## config.mk

```make
export PLATFORM = sky130hd
export DESIGN_NAME = pipelined_rca_adder
export DESIGN_NICKNAME = d
export VERILOG_FILES = /design/src/rtl/pipelined_rca_adder.sv
export SDC_FILE = /design/constraint.sdc
export NUM_CORES = 1
export LEC_CHECK = 0
export CAP_MARGIN = 20
export CORE_ASPECT_RATIO = 1.4
export CORE_MARGIN = 4
export CORE_UTILIZATION = 45
export DETAILED_ROUTE_END_ITERATION = 8
export HOLD_SLACK_MARGIN = 0.08
export PLACE_DENSITY = 0.68
export SYNTH_ARGS = -nofsm -noshare
export SYNTH_HDL_FRONTEND = slang
export SYNTH_SLANG_ARGS = --single-unit
export TNS_END_PERCENT = 100
```

## constraint.sdc

```tcl
create_clock -name clk -period 4 [get_ports clk]
set_input_delay 0.8 -clock clk [delete_from_list [all_inputs] [get_ports clk]]
set_output_delay 0.8 -clock clk [all_outputs]
set_load 0.05 [all_outputs]
```

## src/rtl/pipelined_rca_adder.sv

```systemverilog
// -----------------------------------------------------------------------------
// pipelined_rca_adder
//
// Purpose:
//   Pipelined ripple-carry adder. A WIDTH-bit addition is cut into SEG-bit
//   ripple segments, with one segment resolved per pipeline stage. The carry
//   between segments travels in registers. The operands are first captured in
//   an input register rank. They then pass through STAGES compute ranks. The
//   last rank drives the outputs, so the latency is STAGES cycles from
//   acceptance to out_valid.
//
//   Flow control is a single global stall: every rank advances together when
//   the output rank is empty or is being consumed. Bubbles are not collapsed.
//
// Build option:
//   APPROX_LSB_EN - when defined, the lowest APPROX_BITS sum bits are a | b.
//                   cin is ignored. The carry into bit APPROX_BITS is
//                   a[APPROX_BITS-1] & b[APPROX_BITS-1]. All bits above are
//                   exact. When undefined, every bit is exact and
//                   APPROX_BITS only takes part in the parameter range check.
//
// Parameters:
//   WIDTH       operand/sum width; must be a multiple of SEG
//   SEG         bits resolved per stage (STAGES = WIDTH / SEG)
//   APPROX_BITS approximated LSB count, 0..WIDTH-SEG
//
// Ports:
//   clk        clock, rising edge
//   rst        synchronous active-high reset, priority over handshakes
//   in_valid   operands present
//   in_ready   operands accepted this cycle (equals the global advance)
//   a, b, cin  operands and carry into bit 0
//   out_valid  result present
//   out_ready  consumer accepts the result
//   sum        a + b + cin modulo 2^WIDTH
//   cout       carry out of bit WIDTH-1
//   ovf        signed overflow (carry into MSB XOR carry out of MSB)
// -----------------------------------------------------------------------------
module pipelined_rca_adder #(
  parameter int WIDTH       = 16,
  parameter int SEG         = 4,
  parameter int APPROX_BITS = 4
) (
  input  logic             clk,
  input  logic             rst,
  input  logic             in_valid,
  output logic             in_ready,
  input  logic [WIDTH-1:0] a,
  input  logic [WIDTH-1:0] b,
  input  logic             cin,
  output logic             out_valid,
  input  logic             out_ready,
  output logic [WIDTH-1:0] sum,
  output logic             cout,
  output logic             ovf
);

  localparam int STAGES = WIDTH / SEG;
  localparam int LAST   = STAGES - 1;

`ifdef APPROX_LSB_EN
  localparam logic [WIDTH-1:0] APPROX_MASK = (WIDTH'(1) << APPROX_BITS) - WIDTH'(1);
`else
  localparam logic [WIDTH-1:0] APPROX_MASK = '0;
`endif

  // ---------------------------------------------------------------------------
  // Elaboration-time configuration checks
  // ---------------------------------------------------------------------------
  if ((WIDTH % SEG) != 0) begin : g_bad_width
    $error("pipelined_rca_adder: WIDTH (%0d) must be a multiple of SEG (%0d)", WIDTH, SEG);
  end

  if ((APPROX_BITS < 0) || (APPROX_BITS > (WIDTH - SEG))) begin : g_bad_approx
    $error("pipelined_rca_adder: APPROX_BITS (%0d) must lie in 0..WIDTH-SEG", APPROX_BITS);
  end

  // ---------------------------------------------------------------------------
  // Input conditioning
  //
  // In approximate mode, the approximated low bits of the operands are
  // rewritten so that the ordinary ripple chain produces the required carry
  // into bit APPROX_BITS. The low bits of a become {APPROX_BITS{low_carry}}
  // and the low bits of b become 1, with the carry-in forced to 0. The low
  // bits then sum to all-ones + 1, which carries exactly when low_carry is 1.
  // The garbage sum bits this produces are masked off. The (a | b) value is
  // carried along in the partial-sum register instead.
  // ---------------------------------------------------------------------------
  logic [WIDTH-1:0] a_in;
  logic [WIDTH-1:0] b_in;
  logic [WIDTH-1:0] lo_in;
  logic             c_in;

`ifdef APPROX_LSB_EN
  if (APPROX_BITS > 0) begin : g_approx_in
    logic low_carry;
    assign low_carry = a[APPROX_BITS-1] & b[APPROX_BITS-1];
    assign a_in      = (a & ~APPROX_MASK) | (low_carry ? APPROX_MASK : '0);
    assign b_in      = (b & ~APPROX_MASK) | WIDTH'(1);
    assign c_in      = 1'b0;
    assign lo_in     = (a | b) & APPROX_MASK;
  end else begin : g_exact_in
    assign a_in  = a;
    assign b_in  = b;
    assign c_in  = cin;
    assign lo_in = '0;
  end
`else
  assign a_in  = a;
  assign b_in  = b;
  assign c_in  = cin;
  assign lo_in = '0;
`endif

  // ---------------------------------------------------------------------------
  // Pipeline state
  // ---------------------------------------------------------------------------
  logic              advance;

  // Input capture rank (the "delayed operands" seen by stage 0)
  logic              cap_valid_reg;
  logic [WIDTH-1:0]  cap_a_reg;
  logic [WIDTH-1:0]  cap_b_reg;
  logic [WIDTH-1:0]  cap_lo_reg;
  logic              cap_carry_reg;

  // Stage output ranks: stage k has resolved sum bits [0 .. (k+1)*SEG-1]
  logic [STAGES-1:0] st_valid_reg;
  logic [STAGES-1:0] st_carry_reg;
  logic [WIDTH-1:0]  st_a_reg   [STAGES];
  logic [WIDTH-1:0]  st_b_reg   [STAGES];
  logic [WIDTH-1:0]  st_sum_reg [STAGES];
  logic              ovf_reg;

  logic [STAGES-1:0] st_valid_next;
  logic [STAGES-1:0] st_carry_next;
  logic [WIDTH-1:0]  st_a_next   [STAGES];
  logic [WIDTH-1:0]  st_b_next   [STAGES];
  logic [WIDTH-1:0]  st_sum_next [STAGES];
  logic              ovf_next;

  // ---------------------------------------------------------------------------
  // Per-stage segment adders
  // ---------------------------------------------------------------------------
  for (genvar gi = 0; gi < STAGES; gi++) begin : g_stage
    localparam int LSB = gi * SEG;
    localparam logic [WIDTH-1:0] SEG_MASK   = WIDTH'({SEG{1'b1}}) << LSB;
    // Approximated bits are never overwritten by the ripple result.
    localparam logic [WIDTH-1:0] WRITE_MASK = SEG_MASK & ~APPROX_MASK;

    logic [WIDTH-1:0] op_a;
    logic [WIDTH-1:0] op_b;
    logic [WIDTH-1:0] lower;
    logic             carry_in;
    logic             valid_in;
    logic [SEG:0]     seg_sum;

    if (gi == 0) begin : g_head
      assign op_a     = cap_a_reg;
      assign op_b     = cap_b_reg;
      assign lower    = cap_lo_reg;
      assign carry_in = cap_carry_reg;
      assign valid_in = cap_valid_reg;
    end else begin : g_body
      assign op_a     = st_a_reg[gi-1];
      assign op_b     = st_b_reg[gi-1];
      assign lower    = st_sum_reg[gi-1];
      assign carry_in = st_carry_reg[gi-1];
      assign valid_in = st_valid_reg[gi-1];
    end

    assign seg_sum = {1'b0, op_a[LSB +: SEG]}
                   + {1'b0, op_b[LSB +: SEG]}
                   + {{SEG{1'b0}}, carry_in};

    assign st_sum_next[gi]   = (lower & ~WRITE_MASK)
                             | ((WIDTH'(seg_sum[SEG-1:0]) << LSB) & WRITE_MASK);
    assign st_carry_next[gi] = seg_sum[SEG];
    assign st_a_next[gi]     = op_a;
    assign st_b_next[gi]     = op_b;
    assign st_valid_next[gi] = valid_in;
  end

  // Carry into the MSB is recovered from the MSB sum bit: c = a ^ b ^ s.
  // The MSB is always exact because APPROX_BITS <= WIDTH-SEG.
  assign ovf_next = st_a_next[LAST][WIDTH-1]
                  ^ st_b_next[LAST][WIDTH-1]
                  ^ st_sum_next[LAST][WIDTH-1]
                  ^ st_carry_next[LAST];

  // ---------------------------------------------------------------------------
  // Global stall
  // ---------------------------------------------------------------------------
  assign advance  = !st_valid_reg[LAST] || out_ready;
  assign in_ready = advance;

  always_ff @(posedge clk) begin
    if (rst) begin
      cap_valid_reg <= 1'b0;
      cap_a_reg     <= '0;
      cap_b_reg     <= '0;
      cap_lo_reg    <= '0;
      cap_carry_reg <= 1'b0;
      st_valid_reg  <= '0;
      st_carry_reg  <= '0;
      ovf_reg       <= 1'b0;
      for (int k = 0; k < STAGES; k++) begin
        st_a_reg[k]   <= '0;
        st_b_reg[k]   <= '0;
        st_sum_reg[k] <= '0;
      end
    end else if (advance) begin
      cap_valid_reg <= in_valid;
      cap_a_reg     <= a_in;
      cap_b_reg     <= b_in;
      cap_lo_reg    <= lo_in;
      cap_carry_reg <= c_in;
      st_valid_reg  <= st_valid_next;
      st_carry_reg  <= st_carry_next;
      ovf_reg       <= ovf_next;
      for (int k = 0; k < STAGES; k++) begin
        st_a_reg[k]   <= st_a_next[k];
        st_b_reg[k]   <= st_b_next[k];
        st_sum_reg[k] <= st_sum_next[k];
      end
    end
  end

  // ---------------------------------------------------------------------------
  // Outputs come straight from the last rank, so they hold during a stall.
  // ---------------------------------------------------------------------------
  assign out_valid = st_valid_reg[LAST];
  assign sum       = st_sum_reg[LAST];
  assign cout      = st_carry_reg[LAST];
  assign ovf       = ovf_reg;

endmodule

```

Yosys cells after proc, flatten, opt, wreduce, memory -nomap -nowiden

Memories as Yosys holds them, arrays and structs flattened.
Index checks and enable logic that the tools add are counted.

Output and inout port bits: 20
Input port bits: 37
Register bits after elaboration: 43
RAM bits: 192
Word-level logic and storage cells: 55
Memories kept: 3

Reduce and logical (&&, ||, !) cells: 2
Bitwise operators: 18
Mux-type cells: 17
$add $sub $neg: 8

Memory list:

| memory     | words | width | read ports | clocked after memory_dff | wr ports | RTL line | source |
|---|---|---|---|---|---|---|---|
| st_a_reg   | 4     | 16    | 3          | 0                        | 4        | 130      | `logic [WIDTH-1:0] st_a_reg [STAGES];` |
| st_b_reg   | 4     | 16    | 3          | 0                        | 4        | 131      | `logic [WIDTH-1:0] st_b_reg [STAGES];` |
| st_sum_reg | 4     | 16    | 4          | 0                        | 4        | 132      | `logic [WIDTH-1:0] st_sum_reg [STAGES];` |

Operators with widths:

| kind                         | number |
|---|---|
| 2-to-1 mux 16 bit            | 12 |
| adder 4 x 4 -> 5 bit         | 4 |
| adder 5 x 1 -> 5 bit         | 4 |
| bitwise OR 12 x 16 -> 16 bit | 1 |
| bitwise OR 16 x 12 -> 16 bit | 1 |
| bitwise OR 16 x 8 -> 16 bit  | 1 |
| bitwise OR 1 bit             | 12 |
| 2-to-1 mux 1 bit             | 5 |
| XOR 1 bit                    | 3 |
| zero test 1 bit              | 1 |
| logical OR 1 bit             | 1 |

Longest topological paths before layout

Depth after elaboration: 6
Gate-level depth with buffers: 6
Depth with buffers taken out: 6

Worst setup path before layout

OpenSTA, ideal clock, no wires.

Kind: input-to-reg
From: in rst
To: mem st_a_reg[0][10], enable pin
Path slack: 0.352 ns
Library setup time: 0.462 ns
Stages: 2
Required time: 3.538 ns
Buffers on the path: 1
Data arrival time: 3.187 ns
Cell sequence: buf_2 -> nand2b_1

RTL lines:

| what               | RTL line | source |
|---|---|---|
| start: declaration | 45       | `input logic rst,` |
| end: declaration   | 130      |  |

Worst setup path in the final report

From: in out_ready
To: out in_ready

Cells in the longest elaborated chain, start to end: 1

Ends and longest elaborated chain:

| what               | RTL line | source |
|---|---|---|
| start: declaration | 52       | `input logic out_ready,` |
| logical OR 1 bit   | 194      | `assign advance = !st_valid_reg[LAST] \|\| out_ready;` |
| end: declaration   | 47       | `output logic in_ready,` |

Every way passes these cells.

==> flow_results.org <==
** Yosys
- Count of flip-flops with a built-in enable after synthesis :: 88
- Biggest area consumer among synthesized cells :: sky130_fd_sc_hd__edfxtp_1
- Ys async rst share :: 0%
- Fraction of the yosys area taken by sequential cells :: between 60% and 70%
- The synthesized netlist devotes a little under 6% of its cell area to compound gates.
- Total standard cell area after synthesis :: approximately 5300 um2
- Yosys mapped the design onto 30 distinct sky130hd cell types.
- Among all cell types in the netlist, the one instantiated most often is sky130_fd_sc_hd__edfxtp_1.
- Of the total synthesized cell area, the portion taken by AND, OR, NAND and NOR gates is 17.6%.
- For this run, the number of Yosys warnings is 0.
- Fraction of post-synthesis cell area in the top cell type by area :: 49.7%
- Share of synthesized cell area in full adder, half adder and majority cells :: 5.83%
- After synthesis, the largest family of logic cells by area is simple AND/OR/NAND/NOR gates.
- In this run, synthesis produced a sequential element count of 131.
- Of the post-synthesis cell area, the part taken by muxes is 0%.
- The commonest cells after synthesis are 88 x sky130_fd_sc_hd__edfxtp_1, 76 x sky130_fd_sc_hd__and2_1, 74 x sky130_fd_sc_hd__nand2_1, 43 x sky130_fd_sc_hd__dfxtp_1, 39 x sky130_fd_sc_hd__a21oi_1.
- Fraction of synthesized cell area in xor and xnor cells :: less than 1%
- When the netlist entered floorplanning its net count stood at 488.
- Synth top area cells :: sky130_fd_sc_hd__edfxtp_1 50%, sky130_fd_sc_hd__dfxtp_1 16%, sky130_fd_sc_hd__and2_1 8.9%
- Ys flop type :: sky130_fd_sc_hd__edfxtp_1
- Syn Area/Cell :: 12.3 um2
- Post-synthesis cell count :: 431

** Floorplan
- During I/O placement, the number of pins put on the boundary was 57.
- Effective utilization at floorplan :: between 40 and 50%
- The core region is 11,500 um2.
- The die covers about 14,000 um2.
- After floorplanning, the core was divided into 46 placement rows.
- X dimension of the die :: 99.9 um
- The die is about 140 um tall.

** Clock tree
- TritonCTS built the clock tree.
- Clock tree synthesis selected as its root buffer the cell sky130_fd_sc_hd__clkbuf_16.
- Buffers inserted during clock tree synthesis total 17.
- Post-CTS resize count :: 0
- Worst-path clk slew :: 50 ps
- Sinks on the clock net :: 131
- The clock tree synthesis step divided the H-tree into 4 levels.
- For this design, the CTS-stage hold fixing added 0 buffers.
- Buffer count from post-CTS setup fixing :: 0
- Counting along the longest clock path gives a buffer depth of 2.
- Insertion delay to the later sink of the worst-skew pair :: about 400 ps

** Timing
- Final-report hold violation count :: 0
- Setup repair after global routing left no endpoint under its margin.
- Setup slack of the critical path after layout :: 1020 ps
- Skew final :: between 9 and 10 ps
- Setup TNS Final :: 0 ps
- Worst hold slack across all endpoints :: 444 ps
- Post-route minimum period :: 2980 ps
- Derived from the worst setup path, the maximum achievable clock frequency is roughly 340 MHz.
- In the finished design, the share of the clock period the worst path needs comes to 74.6%.
- For the pin with the worst max-slew slack, the measured transition is 684 ps.
- Normalized max-slew margin :: 54.3%
- Number of max-slew violations in the final report :: 0
- Total of endpoints with negative setup slack in the final report :: 0

** Critical path
- Traced cell by cell, the critical path runs through clkdlybuf4s50_1, nor2b_4, inv_4, buf_4.
- The worst setup path is captured at an output pin.
- Maximum single-stage delay on the critical path :: 440 ps
- Data on the critical path arrives at its endpoint at 2180 ps.
- Grouping stages by cell kind, the critical path spends the most delay in buffers and inverters.
- The slowest stage of the critical path belongs to the cell sky130_fd_sc_hd__clkdlybuf4s50_1.
- The critical path contains buffers and inverters numbering 3 combined.
- Worst EP required :: roughly 3200 ps
- The worst setup path is of the primary input to output pin kind.
- Crit Path Max Fanout :: 46
- STA classifies the critical path startpoint as a primary input.

** Routing
- Remaining antenna violation count after routing :: 0
- Via total after detailed routing :: 3,022
- Count of TritonRoute iterations in the first routing pass :: 5
- Vias per cell :: ~4.7
- Overall routed net length :: ~8 mm
- Number of DRC markers after the initial detailed-route iteration :: a little over 80
- Remaining design rule violation count :: 0
- After detailed routing, the average wire length per cell comes to 12.2 um.

** Place
- Post-detailed-placement half-perimeter wirelength :: 5.27 mm
- At the placement stage, the worst setup path has a slack of 1000 ps.
- Placer Congestion :: 0.724
- The number of placed instances, taps included, is 615.
- Input/output buffers :: 56

** Final layout
- Of the cells placed in the final design, the portion with a size suffix greater than 1 is under 10%.
- Antenna diode count :: 0
- Largest register FFs :: 40
- Final core utilization :: 56.5%
- Final layout net count :: 547
- Layout overhead on the synthesized area :: 21.6%
- The finished layout holds 647 standard cells, fillers aside.

** Pwr
- The internal portion of the total power is 2420 uW.
- Clk pwr share :: 44.3%
- Static power due to leakage :: approximately 0.0027 uW
- Largest voltage drop on the vdd net :: 291 uV
- Combinational group share of total power :: 5.4%
- Net switching power :: 605 uW
- Switching share of power :: 20.0%
- For this design the ratio of total power to cell area is 467 nW/um2.
- Part of the power in registers :: between 50% and 60%

** Job
- Maxcap violations :: 0

** Hold path
- Worst min path class :: flop to flop

** Global routing
- Total global routing track utilization :: 12.9%
- For this run the aggregate overflow at the end of global routing stands at 0.
- The via count of the first global-routing pass came to 3,100.
- Wire length of the first global-routing pass :: 13.6 mm
- Maximum number of pins on one net before global-route repair :: 47
- The initial antenna violation count is 0.

** Run status
- Outcome :: finished clean
## layout by cell type (no fill, tap or decap), types with 4 or more instances in the layout
master and instances:
sky130_fd_sc_hd__a211oi_1 4, sky130_fd_sc_hd__a21o_1 4, sky130_fd_sc_hd__a21oi_1 39, sky130_fd_sc_hd__and2_1 76, sky130_fd_sc_hd__buf_4 8, sky130_fd_sc_hd__clkbuf_1 6, sky130_fd_sc_hd__clkbuf_16 17, sky130_fd_sc_hd__clkdlybuf4s50_1 54
sky130_fd_sc_hd__clkinv_2 5, sky130_fd_sc_hd__dfxtp_1 43, sky130_fd_sc_hd__edfxtp_1 88, sky130_fd_sc_hd__fa_1 8, sky130_fd_sc_hd__ha_1 12, sky130_fd_sc_hd__inv_1 12, sky130_fd_sc_hd__nand2_1 74, sky130_fd_sc_hd__nor2_1 18
sky130_fd_sc_hd__nor2b_1 7, sky130_fd_sc_hd__nor3_1 4, sky130_fd_sc_hd__o21ai_0 4
## area by class of cell
class,count,area [um2]
fillers,957,4980
flip-flops and latches,131,3500
multi-input cells,264,1610
repair buffers,63,606
clock buffers,26,489
well taps,144,180
inverters,13,51.3
clock inverters,6,31.3
## power groups by stage
stage          logic, uW  clock network, uW  registers, uW
2_1_floorplan       85.3                  0           1560
3_3_place_gp         159                  0           1540
3_5_place_dp         164                  0           1550
4_1_cts              166               1360           1520
5_1_grt              182               1440           1530
6_report             162               1340           1520
## metrics by stage
step           total power (uW)  area [um2]
5_1_grt                    3140        6470
3_5_place_dp               1710        5950
6_report                   3020        6470
2_1_floorplan              1650        5320
4_1_cts                    3050        6470
3_3_place_gp               1700        5950
## per-layer routing
metal  vias to the layer above  wire, um  GRT usage, %
li1                       1558         -             -
met1                      1403      3290          14.1
met2                        53      4180          22.2
met3                         8       308          3.67
met4                         0       129          7.74
met5                         -         0             0
## kinds of logic (layout without fill, tap and decap cells)
family                   after synthesis  count (layout)
buffers and inverters                 36             108
AO/OA/AOI/OAI                         55              55
AND/OR/NAND/NOR                      184             184
XOR/XNOR                               5               5
adder cells (fa/ha/maj)               20              20
flip-flops                           131             131
## worst paths after layout
check,endpoint,start,depth (start not counted),slack [ps]
worst max-delay path,in_ready,out_ready,4,1020
worst min-delay path,cap_b_reg[14],cap_b_reg[14],2,440
worst min register to register,cap_b_reg[14],cap_b_reg[14],2,440
worst max register to register,ovf,st_a_reg[0][44],6,1960
## worst register-to-register path, cell delays in order, from the launching register on
cell and delay (ps):
sky130_fd_sc_hd__edfxtp_1 380, sky130_fd_sc_hd__fa_1 450, sky130_fd_sc_hd__fa_1 420, sky130_fd_sc_hd__a21o_1 210, sky130_fd_sc_hd__a21oi_2 180, sky130_fd_sc_hd__xnor2_1 110
sky130_fd_sc_hd__a211oi_2 210
Note: power is estimated with default switching activity, not from simulation.
